File: src/rtl/imem_loader_pkg.sv
// Shared types and constants for the instruction-memory loader.
// Holds the FSM state type and the word/byte geometry used by the packer and the top.
package imem_loader_pkg;

  typedef enum logic [1:0] {
    IDLE    = 2'd0,
    COLLECT = 2'd1,
    WRITE   = 2'd2,
    DONE    = 2'd3
  } state_t;

  localparam int unsigned BYTES_PER_WORD = 4;
  localparam int unsigned WORD_W         = 32;

endpackage

File: src/rtl/imem_loader_byte_packer.sv
// Little-endian byte packer: inserts accepted bytes into a 32-bit word, lowest byte first.
// word_full flags the accept that completes a word; the packed word is visible the next cycle.
module byte_packer
  import imem_loader_pkg::*;
(
  input  logic              clk,
  input  logic              reset,
  input  logic              accept,
  input  logic [7:0]        in_data,
  output logic [WORD_W-1:0] word,
  output logic              word_full
);

  logic [1:0]        r_byte_cnt;
  logic [WORD_W-1:0] r_word;

  always_ff @(posedge clk) begin
    if (reset) begin
      r_byte_cnt <= '0;
      r_word     <= '0;
    end else if (accept) begin
      for (int unsigned i = 0; i < BYTES_PER_WORD; i++) begin
        if (r_byte_cnt == i[1:0])
          r_word[8*i +: 8] <= in_data;
      end
      // Two-bit counter wraps 3 -> 0 on the word-completing accept.
      r_byte_cnt <= r_byte_cnt + 2'd1;
    end
  end

  assign word      = r_word;
  assign word_full = accept && (r_byte_cnt == 2'(BYTES_PER_WORD - 1));

endmodule

File: src/rtl/imem_loader.sv
// Program loader: packs a byte stream into words and writes them to instruction memory,
// holding the CPU in reset until the final word has been written.
module imem_loader
  import imem_loader_pkg::*;
#(
  parameter int unsigned       LOAD_WORDS = 16,
  parameter logic [WORD_W-1:0] BASE_ADDR  = 32'h0000_0000
) (
  input  logic              clk,
  input  logic              reset,
  input  logic              start,
  input  logic              in_valid,
  input  logic [7:0]        in_data,
  output logic              in_ready,
  output logic [WORD_W-1:0] mem_addr,
  output logic [WORD_W-1:0] mem_data_in,
  output logic              mem_enable,
  output logic              mem_wr,
  output logic              cpu_reset,
  output logic              done,
  output logic [WORD_W-1:0] checksum
);

  localparam logic [15:0] LAST_IDX = 16'(LOAD_WORDS - 1);

  state_t            r_state;
  logic [15:0]       r_word_idx;
  logic [WORD_W-1:0] r_checksum;
  logic [WORD_W-1:0] w_word;
  logic              w_word_full;
  logic              w_accept;

  assign w_accept = in_valid && in_ready;

  byte_packer u_packer (
    .clk       (clk),
    .reset     (reset),
    .accept    (w_accept),
    .in_data   (in_data),
    .word      (w_word),
    .word_full (w_word_full)
  );

  always_ff @(posedge clk) begin
    if (reset) begin
      r_state    <= IDLE;
      r_word_idx <= '0;
      r_checksum <= '0;
    end else begin
      case (r_state)
        IDLE:    if (start) r_state <= COLLECT;
        COLLECT: if (w_word_full) r_state <= WRITE;
        WRITE: begin
          r_checksum <= r_checksum + w_word;
          if (r_word_idx == LAST_IDX) begin
            r_state <= DONE;
          end else begin
            r_word_idx <= r_word_idx + 16'd1;
            r_state    <= COLLECT;
          end
        end
        DONE:    r_state <= DONE;
        default: r_state <= IDLE;
      endcase
    end
  end

  // Handshake, strobes and status decode from the state register only.
  assign in_ready    = (r_state == COLLECT);
  assign mem_enable  = (r_state == WRITE);
  assign mem_wr      = (r_state == WRITE);
  assign done        = (r_state == DONE);
  assign cpu_reset   = reset || (r_state != DONE);
  assign mem_data_in = w_word;
  assign mem_addr    = BASE_ADDR + {14'd0, r_word_idx, 2'b00};
  assign checksum    = r_checksum;

endmodule

File: config.mk
export PLATFORM = sky130hd
export DESIGN_NAME = imem_loader
export DESIGN_NICKNAME = d
export VERILOG_FILES = /design/src/rtl/imem_loader_pkg.sv /design/src/rtl/imem_loader_byte_packer.sv /design/src/rtl/imem_loader.sv
export SDC_FILE = /design/constraint.sdc
export NUM_CORES = 1
export LEC_CHECK = 0
export ABC_AREA = 1
export CELL_PAD_IN_SITES_DETAIL_PLACEMENT = 1
export CELL_PAD_IN_SITES_GLOBAL_PLACEMENT = 2
export CORE_ASPECT_RATIO = 1.75
export CORE_MARGIN = 2
export CORE_UTILIZATION = 28
export CTS_BUF_LIST = sky130_fd_sc_hd__clkbuf_2
export CTS_CLUSTER_SIZE = 25
export DETAILED_ROUTE_END_ITERATION = 10
export PLACE_DENSITY_LB_ADDON = 0.1
export SYNTH_ARGS = -nofsm -noshare
export SYNTH_HDL_FRONTEND = slang
export SYNTH_SLANG_ARGS = --single-unit
File: constraint.sdc
create_clock -name clk -period 2.01 [get_ports clk]
set_input_delay 0.5025 -clock clk [delete_from_list [all_inputs] [get_ports clk]]
set_output_delay 0.5025 -clock clk [all_outputs]
set_load 0.03 [all_outputs]
Word level (Yosys, flattened, before mapping). Index checks and enable logic that the tools add are counted.

Flip-flop bits (word level): 84. Output and inout bits: 101. Logic and storage cells: 37.

Add/subtract/negate cells: 3. Equal/unequal tests: 10. Muxes and demuxes: 4. Bitwise gates (word level): 1. Reduce and logical (&&, ||, !) cells: 11.

Operators by type and width (count): $add A32 B32 Y32 (1); $add A16 B1 Y16 const B (1); $eq A16 B4 Y1 const B (1); $reduce_and A2 Y1 (6); $eq A2 B2 Y1 const B (4); $pmux W2 S4 (1); $mux W2 (3); $eq A2 B1 Y1 const B (2); $logic_not A2 Y1 (2); $ne A2 B2 Y1 const B (2); $add A2 B1 Y2 const B (1); $logic_and A1 B1 Y1 (2); $ne A2 B1 Y1 const B (1); $logic_or A1 B1 Y1 (1); $not A1 Y1 (1).

Logic depth before layout (Yosys ltp). Gate-level depths: netlist (run 1).

Depth in word-level cells: 5. Depth in mapped cells: 15. Mapped depth without buffers: 15.

Hierarchy. From an unflattened synthesis (run 1), not the netlist that was laid out.

Cells, all modules: 1038. Area total of the unflattened synthesis: 6127.1 um2.

Modules (own cells, without submodules): imem_loader (instances 1, cells an instance 817, area each 4606.9 um2); byte_packer (instances 1, cells an instance 221, area each 1520.2 um2).

Worst setup path before layout (run 1). No wires, ideal clock.

Kind: register -> register. Start point: register u_packer.r_word[0], in the netlist u_packer.word[0]. End point: register r_checksum[20], in the netlist checksum[20]. Arrival: 1.841 ns. Data required time: 1.900 ns. Setup slack: 0.059 ns. Stages on the path, launching flop included: 13. Buffers on the path: 0. Clock period less this slack: 1.951 ns. Cells stage by stage: dfxtp_1 -> ha_1 -> fa_1 -> nand3_1 -> nand3_1 -> nand3_1 -> nand3_1 -> nand3_1 -> nand2_1 -> nand2_1 -> nand3_1 -> nand2_1 -> inv_1.

Longest elaborated chain between the ends: 1.

Ends and longest elaborated chain: from (decl) (line imem_loader_byte_packer.sv:15) `logic [WORD_W-1:0] r_word;`; from (signal, indexed assignment) (line imem_loader_byte_packer.sv:24) `r_word[8*i +: 8] <= in_data;`; $add A32 B32 Y32 (line imem_loader.sv:54) `r_checksum <= r_checksum + w_word;`; to (signal assigned) (line imem_loader.sv:54); to (decl) (line imem_loader.sv:28) `logic [WORD_W-1:0] r_checksum;`.

Every way passes these cells. A chain may end at the register's enable or synchronous reset.

Worst setup path in the final report (run 1).
Start point: register r_state[1]. End point: output port mem_enable.

Longest elaborated chain between the ends: 1.

Ends and longest elaborated chain: from (decl) (line imem_loader.sv:26) `state_t r_state;`; from (signal assigned) (line imem_loader.sv:46) `r_state <= IDLE;`; from (signal assigned) (line imem_loader.sv:51) `IDLE: if (start) r_state <= COLLECT;`; from (signal assigned) (line imem_loader.sv:52) `COLLECT: if (w_word_full) r_state <= WRITE;`; $eq A2 B2 Y1 (line imem_loader.sv:70) `assign mem_enable = (r_state == WRITE);`; to (decl) (line imem_loader.sv:17) `output logic mem_enable,`.

Every way passes these cells.

==> results.md, run 1 <==
- Gate power share: 0.210
- Fin util: 0.407
- Number of flops mapped to enable cells by yosys: 0
- Worst R2R Start: u_packer.word[0]
- Drt wl/cell: 17.8 um
- Worst R2R Path Depth: 12
- Pre-CTS WS: -38.3 ps
- Max incr delay on CP: 420 ps
- Buf/Inv on CP: 3
- XOR/XNOR share of the synthesized area: 0.0280
- Critical path endpoint category: primary output
- Crit-path cells: inv_2 > nor2_4 > buf_12 > buf_8
- Synthesis-to-finish area growth: 42.4%
- Synth Flop Type: dfxtp_1
- Lkg Pwr: 4.24 nW
- Worst min path class: in -> reg
- Critical path class: reg -> out
- Port Buffers: 96
- Net Sw Power: 1.23 mW
- H-tree levels: 3
- Inserted Clock Buffers: 9
- Drt first-iter violations: 251
- Initial antenna violation count: 1
- Post-layout nets: 1225
- Outcome: complete, no violations
- Synth warn: 0
- Worst hold stages: 3
- CP startpoint kind: flip-flop
- Initial core utilization: 0.286
- FF-to-FF End: checksum[24]
- Global-route wire length before repair: 39200 um
- # Max-Cap Violations: 0
- Mux contribution to synthesized area: 0
- Skew-Pair Late Insertion Delay: 650 ps
- Final setup violation count: 0
- Cell Int Power: 2.16 mW
- Endpoints failing hold: 0
- Flop pwr share: 0.521
- Worst-path clk slew: 280 ps
- Post-synthesis sequential area ratio: 0.283
- Yosys reg bits: 84
- Post-Synth Simple-Gate Area: 0.367
- Post-DP Area: 7710 um^2
- Sink Count: 84
- Worst slew pin tran: 515 ps
- Clock power frac: 0.270
- GRT overflow: 0
- Ys async rst share: 0
- Worst Path Required: 1510 ps
- Remaining DRCs: 0
- Synth Area in Compound Gates: 0.0959
- Hold slack: 353 ps
- Die height: 197 um
- CTS tree: done
- Die ar.: 22500 um^2
- Share of cells above drive strength 1: 0.322
- Clock tree buffer depth: 2
- Die W: 114 um
- Setup tns final: 0 ps
- Skew final: 23.2 ps
- Worst EP arrival: 1500 ps
- Final Cell Area: 8470 um^2
- Power Dens Cells: 400 nW/um^2
- Fin crit period: 2000 ps
- Crit Path Max Fanout: 3
- Hold Startpoint: reset
- Core Rows: 70
- Vias per std cell: 4.74
- Clock Tree Root: clkbuf_2
- DR vias: 6797
- RSZ-0062 raised after global routing: yes
- Reg2reg setup slack: 100 ps
- Maximum clock rate: 0.500 GHz
- Total wire length: 25600 um
- Placer Congestion: 0.819
- Num ports: 113
- Hold Path End: r_state[1]
- Vias in the first global route: 7151
- Remaining antenna violation count: 0
- Post-synthesis instance total: 982
- Post-DP HPWL: 19900 um
- Cell Area, Synth: 5950 um^2
- Synth Area per Inst: 6.06 um^2
- Largest family of logic cells by synthesized area: simple AND/OR/NAND/NOR gates
- Final setup margin: 9.85 ps
- Worst rel slew slack: 0.657
- Overall global routing resource usage: 0.234
- Netlist cell types: 37
- Pre-antenna DRT Iters: 4
- Largest net degree at the start of global routing: 68
- CP top delay family: flip-flops
- Slew Viols, Final: 0
- Tcrit/Tclk final: 0.995
- Slowest cell on the critical path: dfxtp_2
- Core outline area: 20800 um^2
- Switching part of the total: 0.363
- Post-Synth Adder-Cell Area: 0.0790
- Worst VDD drop: 0.000203 V
worst register-to-register path, delay by kind of cell, from the launching register on:
family / cells / cell delay [ps]
simple gates: 9 / 800
fa+ha+maj: 2 / 640
flops: 1 / 390
buf+inv: 1 / 30
stage by stage:
step / instances / power (mW)
6_report: 1434 / 3.39
4_1_cts: 1430 / 3.41
3_3_place_gp: 1393 / 2.45
2_1_floorplan: 997 / 2.18
5_1_grt: 1434 / 3.57
3_5_place_dp: 1393 / 2.46
routing by layer:
metal  wire, um  vias up  track usage
met3        650       48       0.0255
met1       9460     3216        0.239
met4       1450        0        0.141
li1           -     3404            -
met2      14000      129        0.446
met5          0        -            0
cell usage in the layout, fill, tap and decap left out, types with 26 or more instances in the layout:
| cell | count |
|---|---|
| nand2_1 | 279 |
| buf_2 | 39 |
| nor2_1 | 84 |
| o21ai_0 | 28 |
| dfxtp_2 | 58 |
| nand3_1 | 68 |
| inv_1 | 166 |
| a21oi_1 | 65 |
| nand2_2 | 26 |
| buf_4 | 103 |
| clkdlybuf4s15_2 | 39 |
state kept, by name (all words and copies together), names as in the netlist:
signal / count
r_state: 2
r_word_idx: 16
u_packer.r_byte_cnt: 2
checksum: 32
u_packer.word: 32
worst max-delay path by stage:
stage,startpoint,depth (start not counted),slack [ps],end
5_1_grt,r_state[1],4,-70,mem_enable
2_1_floorplan,u_packer.word[0],12,60,checksum[20]
3_3_place_gp,u_packer.word[0],12,-7,checksum[24]
6_report,r_state[1],4,10,mem_enable
4_1_cts,r_state[1],4,-80,mem_enable
3_5_place_dp,u_packer.word[0],12,-40,checksum[24]
power groups by stage:
stage / combinational [mW] / clock [mW] / sequential [mW]
2_1_floorplan: 0.316 / 0 / 1.87
6_report: 0.711 / 0.913 / 1.76
3_5_place_dp: 0.662 / 0 / 1.80
3_3_place_gp: 0.656 / 0 / 1.80
5_1_grt: 0.774 / 1.02 / 1.77
4_1_cts: 0.692 / 0.957 / 1.76
cell type report:
class | count | area (um^2)
clock buffer | 9 | 45.0
tap | 252 | 315
inverter | 171 | 648
sequential | 84 | 1790
timing repair buffer | 206 | 1750
fill | 2750 | 12400
clock inverter | 7 | 50.0
antenna | 1 | 2.50
multi-input combinational | 704 | 3870
kinds of logic after synthesis:
| group | after synthesis |
|---|---|
| xor gates and xnor gates | 19 |
| other | 1 |
| and+or+nand+nor | 521 |
| buffers and inverters | 209 |
| AOI/OAI and AO/OA | 111 |
| adders and majority gates | 37 |
| DFF | 84 |
synth_stat cells, types with 3 or more instances:
| cell | n | area [um^2] |
|---|---|---|
| xnor2_1 | 3 | 26.3 |
| ha_1 | 36 | 450 |
| a21oi_1 | 74 | 370 |
| nand4_1 | 10 | 62.6 |
| nand2_1 | 301 | 1130 |
| nor3_1 | 10 | 50.1 |
| buf_2 | 3 | 15.0 |
| nand3_1 | 75 | 375 |
| nor2_1 | 101 | 379 |
| xor2_1 | 16 | 140 |
| nor3_2 | 3 | 30.0 |
| nor2_2 | 3 | 18.8 |
| buf_4 | 18 | 135 |
| o21ai_0 | 31 | 155 |
| nand2_2 | 8 | 50.1 |
| o21bai_1 | 3 | 22.5 |
| dfxtp_1 | 84 | 1680 |
| inv_1 | 167 | 627 |
| clkbuf_1 | 13 | 48.8 |
repair_timing:
item / CTS / global route
buffers inserted: 19 / 3
hold buffers: 0 / 0
endpoints found under the setup margin: 93 / 45
gates resized for setup: 400 / 109
cloned: 2 / 0
pin swaps: 2 / 12
Note: power is estimated with default switching activity, not from simulation.
==> inputs of run 2 (changes only) <==
--- a/config.mk
+++ b/config.mk
@@ -5,12 +5,11 @@
 export SDC_FILE = /design/constraint.sdc
 export NUM_CORES = 1
 export LEC_CHECK = 0
-export ABC_AREA = 1
 export CELL_PAD_IN_SITES_DETAIL_PLACEMENT = 1
 export CELL_PAD_IN_SITES_GLOBAL_PLACEMENT = 2
 export CORE_ASPECT_RATIO = 1.75
 export CORE_MARGIN = 2
-export CORE_UTILIZATION = 28
+export CORE_UTILIZATION = 30
 export CTS_BUF_LIST = sky130_fd_sc_hd__clkbuf_2
 export CTS_CLUSTER_SIZE = 25
 export DETAILED_ROUTE_END_ITERATION = 10
==> results.md, run 2 <==
- Number of flops mapped to enable cells by yosys: 0
- Cell Int Power: 1.98 mW
- Flop pwr share: 0.572
- FF-to-FF End: checksum[28]
- Post-DP HPWL: 16600 um
- Switching part of the total: 0.328
- Multi-input logic area: 3840 um^2
- DR vias: 5786
- CP Capture Point: checksum[28]
- Seq. cell area: 1810 um^2
- Worst min path class: in -> reg
- Worst slew pin tran: 615 ps
- Initial antenna violation count: 1
- Post-DP Area: 7620 um^2
- Overall global routing resource usage: 0.246
- Drt wl/cell: 19.1 um
- Die ar.: 17900 um^2
- Crit-path cells: ha_4 > fa_2 > a21oi_4 > o221ai_4 > o211ai_1 > nand3_2 > a21oi_4 > mux2i_1 > a211o_1
- Port Buffers: 96
- Hold slack: 137 ps
- Most frequent cells after synthesis: 138 x nand2_1, 86 x a21oi_1, 84 x dfxtp_1
- Top-count cell post-synth: nand2_1
- Vias per std cell: 5.06
- Worst R2R Path Depth: 9
- Slowest cell on the critical path: dfxtp_4
- Power Dens Cells: 353 nW/um^2
- Largest family of logic cells by synthesized area: simple AND/OR/NAND/NOR gates
- Die W: 102 um
- Max incr delay on CP: 420 ps
- Post-Synth Simple-Gate Area: 0.229
- Core outline area: 16400 um^2
- Critical path endpoint category: flip-flop
- RSZ-0062 raised after global routing: yes
- Skew final: 47.0 ps
- Sink Count: 84
- Failing checks: setup timing
- Share of cells above drive strength 1: 0.491
- Cts hold-fix bufs: 0
- Worst VDD drop: 0.000247 V
- Worst-path clk slew: 320 ps
- Power Total: 2.94 mW
- Num ports: 113
- Worst Path Required: 2610 ps
- H-tree levels: 3
- Placed Cells: 1110
- Net Sw Power: 965 uW
- Largest cells by area after synthesis: dfxtp_1 33%, nand2_1 10%, ha_1 8.9%
- Global-route wire length before repair: 33700 um
- Drt first-iter violations: 188
- Outcome: finished, violations left
- Tcrit/Tclk final: 1.13
- Netlist cell types: 59
- Gate power share: 0.100
- Endpoints failing hold: 0
- Die height: 176 um
- Cell Area, Synth: 5040 um^2
- Synth Flop Type: dfxtp_1
- # Max-Cap Violations: 0
- Largest net degree at the start of global routing: 50
- Synthesis-to-finish area growth: 65.0%
- GRT overflow: 0
- Inserted Clock Buffers: 9
- XOR/XNOR share of the synthesized area: 0.0608
- Remaining antenna violation count: 0
- Yosys reg bits: 84
- Clock power frac: 0.328
- Most frequent cells in the layout: 175 x buf_4, 134 x nand2_1, 66 x a21oi_1
- Reg2reg setup slack: -260 ps
- Post-Layout Cell Count: 1143
- Worst hold stages: 2
- Clock tree buffer depth: 2
- Maximum clock rate: 0.440 GHz
- Crit. Startpoint: checksum[0]
- Post-synth top area cell: dfxtp_1
- Lkg Pwr: 3.45 nW
- Final Cell Area: 8330 um^2
- Mux contribution to synthesized area: 0.0122
- Post-Synth Adder-Cell Area: 0.0933
- CP startpoint kind: flip-flop
- Final setup margin: -264 ps
- Slew Viols, Final: 0
- Pre-CTS WS: -351 ps
- Critical path class: reg -> reg
- Core Rows: 62
- Fin util: 0.506
- Worst EP arrival: 2870 ps
- # fillers: 2016
- Total wire length: 21900 um
- CTS tree: done
- Ys async rst share: 0
- Cell mode on critical path: a21oi_4
- Initial core utilization: 0.307
- Skew-Pair Late Insertion Delay: 650 ps
- Placer Congestion: 0.901
- Synth Area in Compound Gates: 0.217
- Vias in the first global route: 6432
- Final setup violation count: 21
- Post-synthesis instance total: 650
- Setup tns final: -3140 ps
- Fin crit period: 2270 ps
- Clock Tree Root: clkbuf_2
- Crit Path Max Fanout: 3
- Worst R2R Start: checksum[0]
- Post-synthesis sequential area ratio: 0.333
- Pre-antenna DRT Iters: 4
- Synth Area per Inst: 7.76 um^2
- Post-layout nets: 962
- Synth warn: 0
- Post-synth top area share: 0.333
- Commonest non-fill, non-tap cell in the layout: buf_4
- Worst rel slew slack: 0.590
- Remaining DRCs: 0
## run 2: changes by cell type after synthesis, moves of 12 or more
cell / previous run / this run
o21ai_0: 31 / 16
a21oi_1: 74 / 86
nand3_1: 75 / 13
nor2_1: 101 / 45
inv_1: 167 / 10
nand2_1: 301 / 138
## run 2: final cells by class
class / instances / area share
Multi-Input combinational cell: 530 / 0.462
Timing Repair Buffer: 277 / 0.267
Sequential cell: 84 / 0.217
Tap cell: 224 / 0.0337
Clock inverter: 7 / 0.00827
Inverter: 11 / 0.00586
Clock buffer: 9 / 0.00541
Antenna cell: 1 / 0.000301
## run 2: worst max-delay path: cells and delay by family (launching register included)
| family | cells | cell delay [ps] |
|---|---|---|
| AO/OA/AOI/OAI | 5 | 990 |
| adder cells (fa/ha/maj) | 2 | 570 |
| flip-flops | 1 | 420 |
| AND/OR/NAND/NOR | 1 | 180 |
| multiplexers | 1 | 100 |
## run 2: routing by layer
metal  GRT usage  routed length (um)
met5           0                   0
met1       0.252                8090
met2       0.470               12300
met3      0.0406                 587
met4       0.110                 882
## run 2: cell families after synthesis
kind of cell,after synthesis
AOI/OAI and AO/OA,177
adders and majority gates,37
xor gates and xnor gates,35
muxes,6
buffers and inverters,51
DFF,84
other,1
and+or+nand+nor,259
## run 2: what timing repair did
action                                  CTS  global route
gates resized for setup                 315           115
setup buffers                            11             8
endpoints found under the setup margin  109            77
pin swaps                                43            36
## run 2: power by group through the flow
stage	Combinational, mW	Clock [mW]	Sequential, mW
final	0.295	0.965	1.68
after global routing	0.316	1.07	1.69
after CTS	0.292	1.00	1.69
after detailed placement	0.279	0	1.72
after global placement	0.274	0	1.72
after floorplan	0.151	0	1.74
## run 2: worst min-delay path by stage
stage,startpoint,end,slack [ps]
finish,reset,u_packer.word[24],140
global route,reset,u_packer.word[24],130
CTS,reset,u_packer.word[24],140
detailed placement,r_state[1],r_state[1],510
global placement,r_state[1],r_state[1],490
floorplan,r_state[1],r_state[1],470
==> inputs of run 3 (changes only) <==
--- a/config.mk
+++ b/config.mk
@@ -10,7 +10,7 @@
 export CORE_ASPECT_RATIO = 1.75
 export CORE_MARGIN = 2
 export CORE_UTILIZATION = 30
-export CTS_BUF_LIST = sky130_fd_sc_hd__clkbuf_2
+export CTS_BUF_LIST = sky130_fd_sc_hd__clkbuf_4
 export CTS_CLUSTER_SIZE = 25
 export DETAILED_ROUTE_END_ITERATION = 10
 export PLACE_DENSITY_LB_ADDON = 0.1
==> constraint.sdc (replaced) <==
create_clock -name clk -period 2.33 [get_ports clk]
set_input_delay 0.5825 -clock clk [delete_from_list [all_inputs] [get_ports clk]]
set_output_delay 0.5825 -clock clk [all_outputs]
set_load 0.03 [all_outputs]
==> results.md, run 3 (synthesized netlist as in run 2, its figures left out) <==
- Die ar.: 17900 um^2
- Worst min path class: in -> reg
- Gate power share: 0.087
- Die height: 176 um
- Port Buffers: 96
- Worst hold stages: 3
- Worst EP arrival: 2660 ps
- Final setup violation count: 0
- Share of cells above drive strength 1: 0.222
- RSZ-0062 raised after global routing: yes
- Skew-Pair Late Insertion Delay: 470 ps
- Core Rows: 62
- GRT overflow: 0
- Worst R2R Start: u_packer.word[26]
- Overall global routing resource usage: 0.221
- Drt first-iter violations: 132
- Worst rel slew slack: 0.599
- Remaining antenna violation count: 0
- Remaining DRCs: 0
- Worst slew pin tran: 602 ps
- Clock power frac: 0.363
- Cell Int Power: 1.87 mW
- Flop pwr share: 0.550
- Commonest non-fill, non-tap cell in the layout: nand2_1
- H-tree levels: 3
- Initial core utilization: 0.307
- Worst Path Required: 2710 ps
- Largest net degree at the start of global routing: 51
- Most frequent cells in the layout: 136 x nand2_1, 129 x buf_4, 83 x clkdlybuf4s50_1
- Final setup margin: 53.7 ps
- Global-route wire length before repair: 30600 um
- Final Cell Area: 7420 um^2
- Outcome: complete, no violations
- Post-layout nets: 907
- Reg2reg setup slack: 50 ps
- Hold slack: 479 ps
- Fin util: 0.451
- FF-to-FF End: checksum[31]
- Die W: 102 um
- Hold Path End: checksum[27]
- Cts hold-fix bufs: 0
- Placer Congestion: 0.865
- Worst VDD drop: 0.000298 V
- Worst R2R Path Depth: 8
- Vias per std cell: 5.05
- DR vias: 5492
- Crit Path Max Fanout: 5
- Post-DP Area: 7050 um^2
- Num ports: 113
- CTS tree: done
- Hold Startpoint: reset
- Fin crit period: 2280 ps
- Lkg Pwr: 3.16 nW
- Net Sw Power: 783 uW
- Drt wl/cell: 18.0 um
- Power Dens Cells: 358 nW/um^2
- Tcrit/Tclk final: 0.977
- Vias in the first global route: 5938
- Initial antenna violation count: 1
- Core outline area: 16400 um^2
- CP startpoint kind: flip-flop
- Inserted Clock Buffers: 9
- Crit. Startpoint: u_packer.word[26]
- Endpoints failing hold: 0
- # Max-Cap Violations: 0
- Switching part of the total: 0.295
- Critical path class: reg -> reg
- Sink Count: 84
- Post-DP HPWL: 15600 um
- Critical path endpoint category: flip-flop
- Clock Tree Root: clkbuf_4
- Pre-antenna DRT Iters: 4
- Pre-CTS WS: -217 ps
- Slew Viols, Final: 0
- Clock tree buffer depth: 2
- Total wire length: 19600 um
- Worst-path clk slew: 170 ps
- Maximum clock rate: 0.439 GHz
- Synthesis-to-finish area growth: 47.0%
- Skew final: 23.8 ps
run 3: power by group through the flow:
| stage | logic (mW) | clock network (mW) | registers (mW) |
|---|---|---|---|
| global route | 0.251 | 1.05 | 1.46 |
| floorplan | 0.126 | 0 | 1.51 |
| global placement | 0.227 | 0 | 1.49 |
| detailed placement | 0.230 | 0 | 1.49 |
| CTS | 0.231 | 1.00 | 1.46 |
| finish | 0.232 | 0.964 | 1.46 |
run 3: worst max-delay path, cell delays in order, from the launching register on:
cell and delay [ps]:
dfxtp_1 360, ha_1 360, a21oi_1 200, o21ai_0 140, a2111oi_0 300, a211oi_1 150, a21oi_2 140, mux2i_1 210
mux2_1 330
run 3: through the flow:
stage	std cells	total power, mW	setup TNS (ps)
5_1_grt	1088	2.76	-123
3_5_place_dp	1070	1.72	-1170
3_3_place_gp	1070	1.72	-406
2_1_floorplan	665	1.63	-49.9
4_1_cts	1085	2.69	0
6_report	1088	2.66	0
run 3: worst max-delay path by stage:
stage                         endpoint  slack [ps]  cells past startpoint
final                     checksum[31]          50                      8
after global placement    checksum[24]        -120                     10
after floorplan           checksum[28]         -20                      9
after detailed placement  checksum[30]        -220                      9
after global routing      checksum[16]         -40                      9
after CTS                 checksum[31]           3                      9
run 3: area by class of cell:
cell class,count,area [um^2]
clock buffers,9,67.6
clock inverters,7,82.6
well taps,224,280
inverters,11,41.3
flip-flops and latches,84,1690
diodes,1,2.50
multi-input cells,530,3350
fillers,2059,9030
repair buffers,222,1910
run 3: layer usage:
metal,part of all wire,routed length (um),global-route usage
met5,0,0,0
met2,0.56,10900,0.417
met3,0.025,486,0.0263
met1,0.38,7490,0.241
met4,0.035,684,0.0900
run 3: what timing repair did:
action / CTS / global route
pin swaps: 10 / 13
gates resized for setup: 20 / 31
setup buffers: 0 / 2
endpoints found under the setup margin: 21 / 29
